===== config.mk =====
export PLATFORM = sky130hd
export DESIGN_NAME = rank_filter_3x3
export DESIGN_NICKNAME = d
export VERILOG_FILES = /design/src/rtl/rank_filter_3x3_pkg.sv /design/src/rtl/rank_filter_3x3_sort3.sv /design/src/rtl/rank_filter_3x3.sv
export SDC_FILE = /design/constraint.sdc
export NUM_CORES = 1
export LEC_CHECK = 0
export CORE_MARGIN = 4
export CORE_UTILIZATION = 55
export CTS_BUF_LIST = sky130_fd_sc_hd__clkbuf_2 sky130_fd_sc_hd__clkbuf_4 sky130_fd_sc_hd__clkbuf_8
export DETAILED_ROUTE_END_ITERATION = 10
export GPL_TIMING_DRIVEN = 0
export PLACE_DENSITY = 0.75
export SKIP_CTS_REPAIR_TIMING = 1
export SYNTH_ARGS = -nofsm -noshare
export SYNTH_HDL_FRONTEND = slang
export SYNTH_HIERARCHICAL = 1
export SYNTH_SLANG_ARGS = --single-unit

===== constraint.sdc =====
create_clock -name clk -period 6.7 [get_ports clk]
set_input_delay 1.005 -clock clk [delete_from_list [all_inputs] [get_ports clk]]
set_output_delay 1.005 -clock clk [all_outputs]
set_load 0.005 [all_outputs]

===== src/rtl/rank_filter_3x3_pkg.sv =====
// ---------------------------------------------------------------------------
// rank_filter_3x3_pkg
// Shared definitions for the 3x3 rank filter: mode encodings, pipeline
// latency, and the frame/line marker bundle that travels with every beat.
// ---------------------------------------------------------------------------
package rank_filter_3x3_pkg;

  typedef logic [1:0] mode_t;

  localparam mode_t MODE_MEDIAN = 2'd0;
  localparam mode_t MODE_MIN    = 2'd1;
  localparam mode_t MODE_MAX    = 2'd2;
  localparam mode_t MODE_BYPASS = 2'd3;

  localparam int LATENCY = 3;

  // Frame/line sideband flags carried alongside pixel data.
  typedef struct packed {
    logic sof;
    logic eof;
    logic sol;
    logic eol;
  } marks_t;

  function automatic marks_t make_marks(input logic sof, input logic eof,
                                        input logic sol, input logic eol);
    marks_t m;
    m.sof = sof;
    m.eof = eof;
    m.sol = sol;
    m.eol = eol;
    return m;
  endfunction

endpackage


===== src/rtl/rank_filter_3x3_sort3.sv =====
// ---------------------------------------------------------------------------
// rank_sort3
// Purely combinational three-input unsigned sorter built as a three-compare
// network. Ties may resolve either way; the output values are identical.
// Ports:
//   a, b, c      in   DATA_WIDTH   values to sort
//   hi, mid, lo  out  DATA_WIDTH   largest, middle and smallest value
// ---------------------------------------------------------------------------
module rank_sort3
  import rank_filter_3x3_pkg::*;
#(
  parameter int DATA_WIDTH = 8
) (
  input  logic [DATA_WIDTH-1:0] a,
  input  logic [DATA_WIDTH-1:0] b,
  input  logic [DATA_WIDTH-1:0] c,
  output logic [DATA_WIDTH-1:0] hi,
  output logic [DATA_WIDTH-1:0] mid,
  output logic [DATA_WIDTH-1:0] lo
);

  logic [DATA_WIDTH-1:0] ab_max;
  logic [DATA_WIDTH-1:0] ab_min;
  logic [DATA_WIDTH-1:0] rest;

  // Order the first pair.
  always_comb begin
    if (a >= b) begin
      ab_max = a;
      ab_min = b;
    end else begin
      ab_max = b;
      ab_min = a;
    end
  end

  // Larger of the pair against c yields the overall maximum; the loser moves on.
  always_comb begin
    if (ab_max >= c) begin
      hi   = ab_max;
      rest = c;
    end else begin
      hi   = c;
      rest = ab_max;
    end
  end

  // The two remaining candidates give middle and minimum.
  always_comb begin
    if (ab_min >= rest) begin
      mid = ab_min;
      lo  = rest;
    end else begin
      mid = rest;
      lo  = ab_min;
    end
  end

endmodule


===== src/rtl/rank_filter_3x3.sv =====
// ---------------------------------------------------------------------------
// rank_filter_3x3
// 3x3 rank filter (median / min / max / bypass), one output pixel per clock,
// CHANNELS independent colour planes per beat. Three register stages:
//   S1 sorts each window column, S2 sorts the HI/MID/LO rows across columns,
//   S3 selects the ranked result for the mode attached to the beat.
// All stages advance together when the output register is free or drained.
// Ports:
//   clk, rst           clock, asynchronous active-high reset
//   cfg_mode           requested mode, captured on accepted SOF beats
//   in_val/in_rdy      input handshake (in_rdy is combinational)
//   in_data            window, pixel k=3*row+col, channel c at
//                      [((k*CHANNELS)+c)*DATA_WIDTH +: DATA_WIDTH]
//   in_sof/eof/sol/eol input frame/line markers
//   out_val/out_rdy    output handshake
//   out_data           result, channel c at [c*DATA_WIDTH +: DATA_WIDTH]
//   out_sof/eof/sol/eol markers aligned with out_data
//   cur_mode           mode of the most recent SOF beat to reach the output
// ---------------------------------------------------------------------------
module rank_filter_3x3
  import rank_filter_3x3_pkg::*;
#(
  parameter int DATA_WIDTH = 8,
  parameter int CHANNELS   = 1
) (
  input  logic                               clk,
  input  logic                               rst,
  input  logic [1:0]                         cfg_mode,
  input  logic                               in_val,
  output logic                               in_rdy,
  input  logic [9*CHANNELS*DATA_WIDTH-1:0]   in_data,
  input  logic                               in_sof,
  input  logic                               in_eof,
  input  logic                               in_sol,
  input  logic                               in_eol,
  output logic                               out_val,
  input  logic                               out_rdy,
  output logic [CHANNELS*DATA_WIDTH-1:0]     out_data,
  output logic                               out_sof,
  output logic                               out_eof,
  output logic                               out_sol,
  output logic                               out_eol,
  output logic [1:0]                         cur_mode
);

  typedef logic [CHANNELS-1:0][DATA_WIDTH-1:0] plane_t;

  logic  en;
  mode_t frame_mode_r;
  mode_t beat_mode;

  // Column sort results feeding S1.
  plane_t [2:0] col_hi;
  plane_t [2:0] col_mid;
  plane_t [2:0] col_lo;
  plane_t       in_ctr;

  // S1 registers.
  logic         s1_val_r;
  marks_t       s1_marks_r;
  mode_t        s1_mode_r;
  plane_t [2:0] s1_hi_r;
  plane_t [2:0] s1_mid_r;
  plane_t [2:0] s1_lo_r;
  plane_t       s1_ctr_r;

  // Row sort results feeding S2 (only the ranks S3 needs are kept).
  plane_t hi_row_max;
  plane_t hi_row_min;
  plane_t mid_row_med;
  plane_t lo_row_max;
  plane_t lo_row_min;
  plane_t unused_hi_row_mid;
  plane_t unused_mid_row_hi;
  plane_t unused_mid_row_lo;
  plane_t unused_lo_row_mid;

  // S2 registers.
  logic   s2_val_r;
  marks_t s2_marks_r;
  mode_t  s2_mode_r;
  plane_t s2_hi_max_r;
  plane_t s2_hi_min_r;
  plane_t s2_mid_med_r;
  plane_t s2_lo_max_r;
  plane_t s2_lo_min_r;
  plane_t s2_ctr_r;

  // S3 selection.
  plane_t med_out;
  plane_t unused_med_hi;
  plane_t unused_med_lo;
  plane_t result;

  // S3 registers.
  logic   s3_val_r;
  marks_t s3_marks_r;
  plane_t s3_data_r;
  mode_t  cur_mode_r;

  // A bubble in S3 (or a consumer taking the beat) lets the whole pipe move.
  assign en     = out_rdy | ~s3_val_r;
  assign in_rdy = en;

  // Mode for the incoming beat: an SOF beat brings its own, others inherit the frame's.
  always_comb begin
    beat_mode = frame_mode_r;
    if (in_sof) begin
      beat_mode = cfg_mode;
    end else begin
      beat_mode = frame_mode_r;
    end
  end

  // Remember the mode of the last accepted SOF so later beats of the frame reuse it.
  always_ff @(posedge clk or posedge rst) begin
    if (rst) begin
      frame_mode_r <= MODE_MEDIAN;
    end else if (in_val && in_rdy && in_sof) begin
      frame_mode_r <= cfg_mode;
    end
  end

  genvar ch, col;
  generate
    for (ch = 0; ch < CHANNELS; ch++) begin : g_ch
      assign in_ctr[ch] = in_data[((4*CHANNELS)+ch)*DATA_WIDTH +: DATA_WIDTH];

      for (col = 0; col < 3; col++) begin : g_col
        rank_sort3 #(.DATA_WIDTH(DATA_WIDTH)) u_col_sort (
          .a   (in_data[(((0+col)*CHANNELS)+ch)*DATA_WIDTH +: DATA_WIDTH]),
          .b   (in_data[(((3+col)*CHANNELS)+ch)*DATA_WIDTH +: DATA_WIDTH]),
          .c   (in_data[(((6+col)*CHANNELS)+ch)*DATA_WIDTH +: DATA_WIDTH]),
          .hi  (col_hi[col][ch]),
          .mid (col_mid[col][ch]),
          .lo  (col_lo[col][ch])
        );
      end

      rank_sort3 #(.DATA_WIDTH(DATA_WIDTH)) u_hi_row (
        .a   (s1_hi_r[0][ch]),
        .b   (s1_hi_r[1][ch]),
        .c   (s1_hi_r[2][ch]),
        .hi  (hi_row_max[ch]),
        .mid (unused_hi_row_mid[ch]),
        .lo  (hi_row_min[ch])
      );

      rank_sort3 #(.DATA_WIDTH(DATA_WIDTH)) u_mid_row (
        .a   (s1_mid_r[0][ch]),
        .b   (s1_mid_r[1][ch]),
        .c   (s1_mid_r[2][ch]),
        .hi  (unused_mid_row_hi[ch]),
        .mid (mid_row_med[ch]),
        .lo  (unused_mid_row_lo[ch])
      );

      rank_sort3 #(.DATA_WIDTH(DATA_WIDTH)) u_lo_row (
        .a   (s1_lo_r[0][ch]),
        .b   (s1_lo_r[1][ch]),
        .c   (s1_lo_r[2][ch]),
        .hi  (lo_row_max[ch]),
        .mid (unused_lo_row_mid[ch]),
        .lo  (lo_row_min[ch])
      );

      // Median of the three candidates that bracket the true middle rank.
      rank_sort3 #(.DATA_WIDTH(DATA_WIDTH)) u_med (
        .a   (s2_hi_min_r[ch]),
        .b   (s2_mid_med_r[ch]),
        .c   (s2_lo_max_r[ch]),
        .hi  (unused_med_hi[ch]),
        .mid (med_out[ch]),
        .lo  (unused_med_lo[ch])
      );
    end
  endgenerate

  // S1: capture column-sorted window, centre pixel, markers and beat mode.
  always_ff @(posedge clk or posedge rst) begin
    if (rst) begin
      s1_val_r   <= 1'b0;
      s1_marks_r <= '0;
      s1_mode_r  <= MODE_MEDIAN;
      s1_hi_r    <= '0;
      s1_mid_r   <= '0;
      s1_lo_r    <= '0;
      s1_ctr_r   <= '0;
    end else if (en) begin
      s1_val_r   <= in_val;
      s1_marks_r <= make_marks(in_sof, in_eof, in_sol, in_eol);
      s1_mode_r  <= beat_mode;
      s1_hi_r    <= col_hi;
      s1_mid_r   <= col_mid;
      s1_lo_r    <= col_lo;
      s1_ctr_r   <= in_ctr;
    end
  end

  // S2: keep the row ranks used by the selectors.
  always_ff @(posedge clk or posedge rst) begin
    if (rst) begin
      s2_val_r     <= 1'b0;
      s2_marks_r   <= '0;
      s2_mode_r    <= MODE_MEDIAN;
      s2_hi_max_r  <= '0;
      s2_hi_min_r  <= '0;
      s2_mid_med_r <= '0;
      s2_lo_max_r  <= '0;
      s2_lo_min_r  <= '0;
      s2_ctr_r     <= '0;
    end else if (en) begin
      s2_val_r     <= s1_val_r;
      s2_marks_r   <= s1_marks_r;
      s2_mode_r    <= s1_mode_r;
      s2_hi_max_r  <= hi_row_max;
      s2_hi_min_r  <= hi_row_min;
      s2_mid_med_r <= mid_row_med;
      s2_lo_max_r  <= lo_row_max;
      s2_lo_min_r  <= lo_row_min;
      s2_ctr_r     <= s1_ctr_r;
    end
  end

  // Pick the ranked result for the mode carried by the beat in S2.
  always_comb begin
    result = med_out;
    case (s2_mode_r)
      MODE_MEDIAN: result = med_out;
      MODE_MIN:    result = s2_lo_min_r;
      MODE_MAX:    result = s2_hi_max_r;
      MODE_BYPASS: result = s2_ctr_r;
      default:     result = med_out;
    endcase
  end

  // S3: output register; cur_mode follows SOF beats as they land here.
  always_ff @(posedge clk or posedge rst) begin
    if (rst) begin
      s3_val_r   <= 1'b0;
      s3_marks_r <= '0;
      s3_data_r  <= '0;
      cur_mode_r <= MODE_MEDIAN;
    end else if (en) begin
      s3_val_r   <= s2_val_r;
      s3_marks_r <= s2_marks_r;
      s3_data_r  <= result;
      if (s2_val_r && s2_marks_r.sof) begin
        cur_mode_r <= s2_mode_r;
      end
    end
  end

  assign out_val  = s3_val_r;
  assign out_data = s3_data_r;
  assign out_sof  = s3_marks_r.sof;
  assign out_eof  = s3_marks_r.eof;
  assign out_sol  = s3_marks_r.sol;
  assign out_eol  = s3_marks_r.eol;
  assign cur_mode = cur_mode_r;

endmodule

==> results of run 1 <==
==> metrics by stage <==
step	TNS [ns]	util, %	hold slack (ns)	instance area (µm²)
4_1_cts	0	63.41	0.4761	16010
5_1_grt	-0.3596	63.87	0.5052	16130
6_report	0	63.87	0.4745	16130
2_1_floorplan	0	-	0.4380	14190
3_5_place_dp	-16.93	61.82	0.4554	15610
3_3_place_gp	-132.55	61.68	0.4492	15580
==> how the worst min path moves through the flow <==
| stage | startpoint | endpoint | slack [ns] | cells after the start |
|---|---|---|---|---|
| 2_1_floorplan | s2_lo_min_r[0] | s2_lo_min_r[0] | 0.44 | 2 |
| 3_3_place_gp | s2_marks_r[1] | s2_marks_r[1] | 0.45 | 2 |
| 3_5_place_dp | s1_marks_r[3] | s1_marks_r[3] | 0.46 | 2 |
| 4_1_cts | s1_marks_r[3] | s1_marks_r[3] | 0.48 | 2 |
| 5_1_grt | s1_marks_r[2] | s1_marks_r[2] | 0.51 | 2 |
| 6_report | s1_marks_r[3] | s1_marks_r[3] | 0.47 | 2 |
==> cell type report <==
cell class | count | area share, %
tap | 330 | 2.560
multi-input combinational | 1331 | 58.14
sequential | 159 | 24.67
clock buffer | 21 | 1.675
timing repair buffer | 103 | 6.438
clock inverter | 11 | 0.8067
inverter | 107 | 2.536
buffer | 79 | 3.173
==> layer usage <==
layer / vias to the layer above / global-route usage (%) / share of wire (%)
li1: 6088 / - / -
met1: 5958 / 42.47 / 47
met2: 408 / 46.19 / 45
met3: 59 / 3.410 / 6.0
met4: 2 / 7.269 / 2.0
met5: - / 0 / 0.031
==> worst min-delay path: stages, from the launching register on <==
cell and delay [ns]:
sky130_fd_sc_hd__dfrtp_1 0.35, sky130_fd_sc_hd__nand2_1 0.05, sky130_fd_sc_hd__nand2_1 0.05
==> sequential cells by signal (all words and copies together), names as in the netlist, 2 cells and up <==
name          cells
s1_hi_r          24
s1_lo_r          24
s1_mid_r         24
out_data          8
s1_ctr_r          8
s2_ctr_r          8
s2_hi_max_r       8
s2_hi_min_r       8
s2_lo_max_r       8
s2_lo_min_r       8
s2_mid_med_r      8
s1_marks_r        4
s2_marks_r        4
cur_mode          2
frame_mode_r      2
s1_mode_r         2
s2_mode_r         2
==> placed cells by master, fill, tap and decap left out, drive strengths merged <==
| master | count |
|---|---|
| a221oi | 22 |
| a221o | 7 |
| o2111ai | 7 |
| a31oi | 7 |
| o221a | 80 |
| clkdlybuf4s50 | 96 |
| a21oi | 38 |
| buf | 79 |
| o21a | 6 |
| nand2 | 567 |
| clkinvlp | 1 |
| inv | 111 |
| o21ai | 81 |
| mux2 | 88 |
| a21o | 49 |
| nor3 | 10 |
| and3 | 23 |
| mux2i | 74 |
| dfrtp | 159 |
| nor2 | 39 |
| clkinv | 4 |
| nor2b | 9 |
| and2 | 10 |
| a41oi | 7 |
| bufinv | 2 |
| ha | 168 |
| dlymetal6s2s | 1 |
| nand3 | 7 |
| clkbuf | 27 |
| a211oi | 7 |
| nand2b | 25 |
==> qor.yml, run 1 <==
global_route:
  first_pass_grt_wire_length_mm: 66.05
  grt.total_usage_pct: 29.06
  initial_antenna_violation_count: 1
  grt_start_max_net_pins: 96
  grt-ovfl-total: 0
  grt_pass1_vias: 12140
worst_setup_path:
  max_stage_delay_ns: 0.61
  crit_cells: 24
  crit_start: "in_data[31]"
  most_frequent_cell_on_the_critical_path: "sky130_fd_sc_hd__ha_1"
  cp_top_family: "compound AO/OA/AOI/OAI gates"
  slowest_stage: "sky130_fd_sc_hd__clkdlybuf4s50_1"
  crit_path_cell_trace: "clkdlybuf4s50_1 > inv_1 > ha_1 > and3_1 > a221o_1 > a41oi_4 > buf_6 > mux2_2 > ha_1 > a21o_1 > a221oi_1 > o21ai_2 > buf_4 > clkbuf_4 > mux2i_1 > ha_1 > a21o_1 > a221oi_1 > o21a_2 > nor2_1 > a21oi_4 > o221a_1 > nand2_1 > nand2_1"
  r2r-start: "s2_mid_med_r[7]"
  crit_buf_inv: 5
  regToRegSetupSlack_ns: 0.73
  worstSetupPathType: "in2reg"
  worst_setup_path_end_kind: "flip-flop"
  crit_required_ns: 7.11
  worstSetupStartpointType: "input port"
  rr_worst_depth: 22
  crit-reg2reg-capture: "out_data[7]"
  cp_data_arrival_time_ns: 6.95
  worstPathMaxFanout: 10
  critical_path.endpoint: "s1_lo_r[4]"
drt:
  drt_pass1_iterations: 7
  dr_total_vias: 12520
  detail_route.wirelength_mm: 41.46
  drt_iter0_markers: 1207
  drt-vias-per-instance: 5.845
  ant_nets: 0
  routed_len_inst_um: 19.37
  drc_violation_count_after_routing: 0
cts:
  cts_htree_levels: 4
  clock_latency_at_the_later_pin_of_the_worst_skew_pair_ns: 0.46
  cts-root-to-sink-buffers: 2
  numClockSinks: 159
  cts_made_buffers: 17
  cts_root_buf: "sky130_fd_sc_hd__clkbuf_8"
  clk_pin_slew_worst_paths_ns: 0.09
  tritoncts: "done"
cells_and_area:
  drive_above_1_share_pct: 16.29
  multiInputGateArea_um2: 9379
  fillers: 2184
  layout.area.seq_um2: 3979
  synthToLayoutAreaGrowth_pct: 13.65
  n_antenna_cell: 0
  final_net_count: 2048
  finish.cell_count_without_fillers: 2141
logic_synthesis:
  syn-cell-area_um2: 14190
  synth_fp_nets: 1929
  syn_avg_cell_area_um2: 8.454
  syn-instance-count: 1679
  synth-warning-count: 6
timing:
  setup_ws_ns: 0.1590
  clock.fmax_mhz: 152.9
  period_share_pct: 97.63
  fin_crit_ns: 6.541
  timing.clock.skew_ns: 0.01102
  worst_pin_slew_ns: 0.5279
  maxSlewHeadroom_pct: 64.81
  finalSetupViolCount: 0
  hold_violations: 0
  report.final.slew_viol_count: 0
floorplan:
  core_area_um2: 25250
  die_w_um: 168.6
  floorplan.die_area_um2: 28440
  start_util_pct: 56.20
  die_height_um: 168.6
  rows: 58
  num_io_pins: 98
place:
  port_buffers: 97
  pre_cts_slack_ns: -0.4463
  placed_cells: 2107
  detailedPlacementHpwl_mm: 33.21
  gp_congestion: 0.9820
run:
  maxCapViolCount: 0
hold_path:
  hp-class: "reg2reg"
outcome:
  status: "finished, final reports clean"
Power of run 1 is left out: the tool's default activity adds up to more than one toggle a clock period on the data nets, which glitch-free logic cannot reach.
==> run 2: changes to the inputs <==
==> constraint.sdc (replaced) <==
create_clock -name clk -period 7.5 [get_ports clk]
set_input_delay 1.125 -clock clk [delete_from_list [all_inputs] [get_ports clk]]
set_output_delay 1.125 -clock clk [all_outputs]
set_load 0.005 [all_outputs]
==> run 2 against run 1 <==
Routed wire length fell by 0.62%. Sequential cell count did not move. Sequential share of layout area rose by 0.18 points. Via count barely moved. Cell area fell by 0.73%. Register-to-register slack improved by 0.80 ns. Critical path type unchanged. Final cell count barely moved. Utilization fell by 0.47 points. Critical path depth did not move. Critical endpoint is now s1_lo_r[20].
==> qor.yml, run 2 (same netlist as run 1, synthesis figures left out) <==
outcome:
  status: "finished, final reports clean"
worst_setup_path:
  worstPathMaxFanout: 10  # unchanged
  cp_data_arrival_time_ns: 7.27  # +0.32 ns
  rr_worst_depth: 23  # +4.5%
  crit_start: "in_data[46]"
  regToRegSetupSlack_ns: 1.53  # +0.80 ns
  r2r-start: "s2_mid_med_r[7]"
  crit-reg2reg-capture: "out_data[7]"
  worst_setup_path_end_kind: "flip-flop"
  worstSetupPathType: "in2reg"
  crit_required_ns: 7.90  # +0.79 ns
  worstSetupStartpointType: "input port"
drt:
  drt_iter0_markers: 1168  # -3.2%
  dr_total_vias: 12520  # +0.056%
  routed_len_inst_um: 19.26  # -0.53%
  drc_violation_count_after_routing: 0  # unchanged
  ant_nets: 0  # unchanged
  detail_route.wirelength_mm: 41.21  # -0.62%
  drt_pass1_iterations: 5  # -2
  drt-vias-per-instance: 5.854  # +0.15%
cts:
  clk_pin_slew_worst_paths_ns: 0.09  # about the same
  cts_made_buffers: 17  # unchanged
  clock_latency_at_the_later_pin_of_the_worst_skew_pair_ns: 0.46  # about the same
  cts_htree_levels: 4  # unchanged
  numClockSinks: 159  # unchanged
  cts-root-to-sink-buffers: 2  # unchanged
  tritoncts: "done"
  cts_root_buf: "sky130_fd_sc_hd__clkbuf_8"
global_route:
  first_pass_grt_wire_length_mm: 66.05  # unchanged
  grt_start_max_net_pins: 96  # unchanged
  grt.met2_usage_pct: 46.19  # unchanged
  grt.met1_usage_pct: 42.47  # unchanged
  grt_pass1_vias: 12140  # unchanged
  grt-ovfl-total: 0  # unchanged
  initial_antenna_violation_count: 1  # unchanged
  grt.total_usage_pct: 29.06  # unchanged
  globalRoute.busiestLayer: "met2"
  use_met3_pct: 3.410  # unchanged
timing:
  report.final.slew_viol_count: 0  # unchanged
  fin_crit_ns: 6.866
  hold_violations: 0  # unchanged
  worst_pin_slew_ns: 0.5154  # -0.01250 ns
  period_share_pct: 91.55
  finalSetupViolCount: 0  # unchanged
  maxSlewHeadroom_pct: 65.28  # +0.47 points
  unrepaired_setup_endpoints_after_global_routing: "no"
  clock.fmax_mhz: 145.6
  timing.clock.skew_ns: 0.01246  # +0.001443 ns
floorplan:
  rows: 58  # unchanged
  floorplan.die_area_um2: 28440  # unchanged
  start_util_pct: 56.20  # unchanged
  core_area_um2: 25250  # unchanged
  die_w_um: 168.6  # unchanged
  die_height_um: 168.6  # unchanged
  num_io_pins: 98  # unchanged
cells_and_area:
  finish.cell_count_without_fillers: 2139  # -0.093%
  layout.cells.most_common_list: "567 x sky130_fd_sc_hd__nand2_1, 168 x sky130_fd_sc_hd__ha_1, 159 x sky130_fd_sc_hd__dfrtp_1"
  fillers: 2192  # +0.37%
  multiInputGateArea_um2: 9298  # -0.87%
  layout.area.seq_um2: 3979  # unchanged
  mostFrequentLayoutCell: "sky130_fd_sc_hd__nand2_1"
  synthToLayoutAreaGrowth_pct: 12.82
  drive_above_1_share_pct: 15.20  # -1.1 points
  final_net_count: 2046  # -0.098%
  top_regs: "s1_hi_r x24, s1_lo_r x24, s1_mid_r x24"
  n_antenna_cell: 0  # unchanged
run:
  maxCapViolCount: 0  # unchanged
place:
  gp_congestion: 0.9820  # unchanged
  placed_cells: 2107  # unchanged
  detailedPlacementHpwl_mm: 33.21  # unchanged
  port_buffers: 97  # unchanged
hold_path:
  min_path_cells: 2  # unchanged
  hp-class: "reg2reg"
  worstHoldEndpoint: "s2_ctr_r[3]"
  timing.hold.worst.start: "s1_ctr_r[3]"
-- run 2: how the worst max path moves through the flow --
stage                        to  cells past startpoint  slack, ns
global route        s1_lo_r[20]                     24       0.21
finish              s1_lo_r[20]                     24       0.63
global placement    s1_hi_r[12]                      2      -0.09
floorplan           s1_mid_r[0]                     24       1.62
detailed placement  s1_lo_r[20]                     24       0.23
CTS                 s1_lo_r[20]                     24       0.72
-- run 2: through the flow --
step	hold WS (ns)	area (µm²)	setup WS [ns]	TNS [ns]	utilization [%]
3_5_place_dp	0.4554	15610	0.2337	0	61.82
3_3_place_gp	0.4492	15580	-0.09243	-11.62	61.68
2_1_floorplan	0.4380	14190	1.623	0	-
6_report	0.4737	16010	0.6341	0	63.41
4_1_cts	0.4761	16010	0.7167	0	63.41
5_1_grt	0.5052	16010	0.2148	0	63.41
-- run 2: area by class of cell --
type,count,share of cell area (%)
inverter,107,2.555
tap,330,2.579
clock buffer,21,1.688
multi-input combinational,1331,58.06
timing repair buffer,98,6.235
clock inverter,11,0.8126
buffer,82,3.219
sequential,159,24.85
-- run 2: routing by layer --
layer / vias to the layer above / routed length [µm]
li1: 6083 / -
met1: 5998 / 19630
met2: 383 / 18500
met3: 56 / 2245
met4: 2 / 809
met5: - / 13
-- run 2: critical path, cell delays in order --
cell,delay [ns]
sky130_fd_sc_hd__clkdlybuf4s50_1,0.56
sky130_fd_sc_hd__inv_1,0.09
sky130_fd_sc_hd__ha_1,0.29
sky130_fd_sc_hd__a21o_1,0.19
sky130_fd_sc_hd__a221o_1,0.37
sky130_fd_sc_hd__a41oi_4,0.26
sky130_fd_sc_hd__buf_6,0.20
sky130_fd_sc_hd__mux2_2,0.37
sky130_fd_sc_hd__ha_1,0.30
sky130_fd_sc_hd__and3_1,0.19
sky130_fd_sc_hd__o2111ai_1,0.10
sky130_fd_sc_hd__o21ai_1,0.33
sky130_fd_sc_hd__buf_4,0.26
sky130_fd_sc_hd__buf_2,0.29
sky130_fd_sc_hd__mux2i_1,0.30
sky130_fd_sc_hd__ha_1,0.29
sky130_fd_sc_hd__a21o_1,0.16
sky130_fd_sc_hd__a221oi_1,0.36
sky130_fd_sc_hd__o21a_1,0.29
sky130_fd_sc_hd__nor3_1,0.08
sky130_fd_sc_hd__a21oi_2,0.32
sky130_fd_sc_hd__o221a_1,0.35
sky130_fd_sc_hd__nand2_1,0.08
sky130_fd_sc_hd__nand2_1,0.08
Power of run 2 is left out for the same reason.
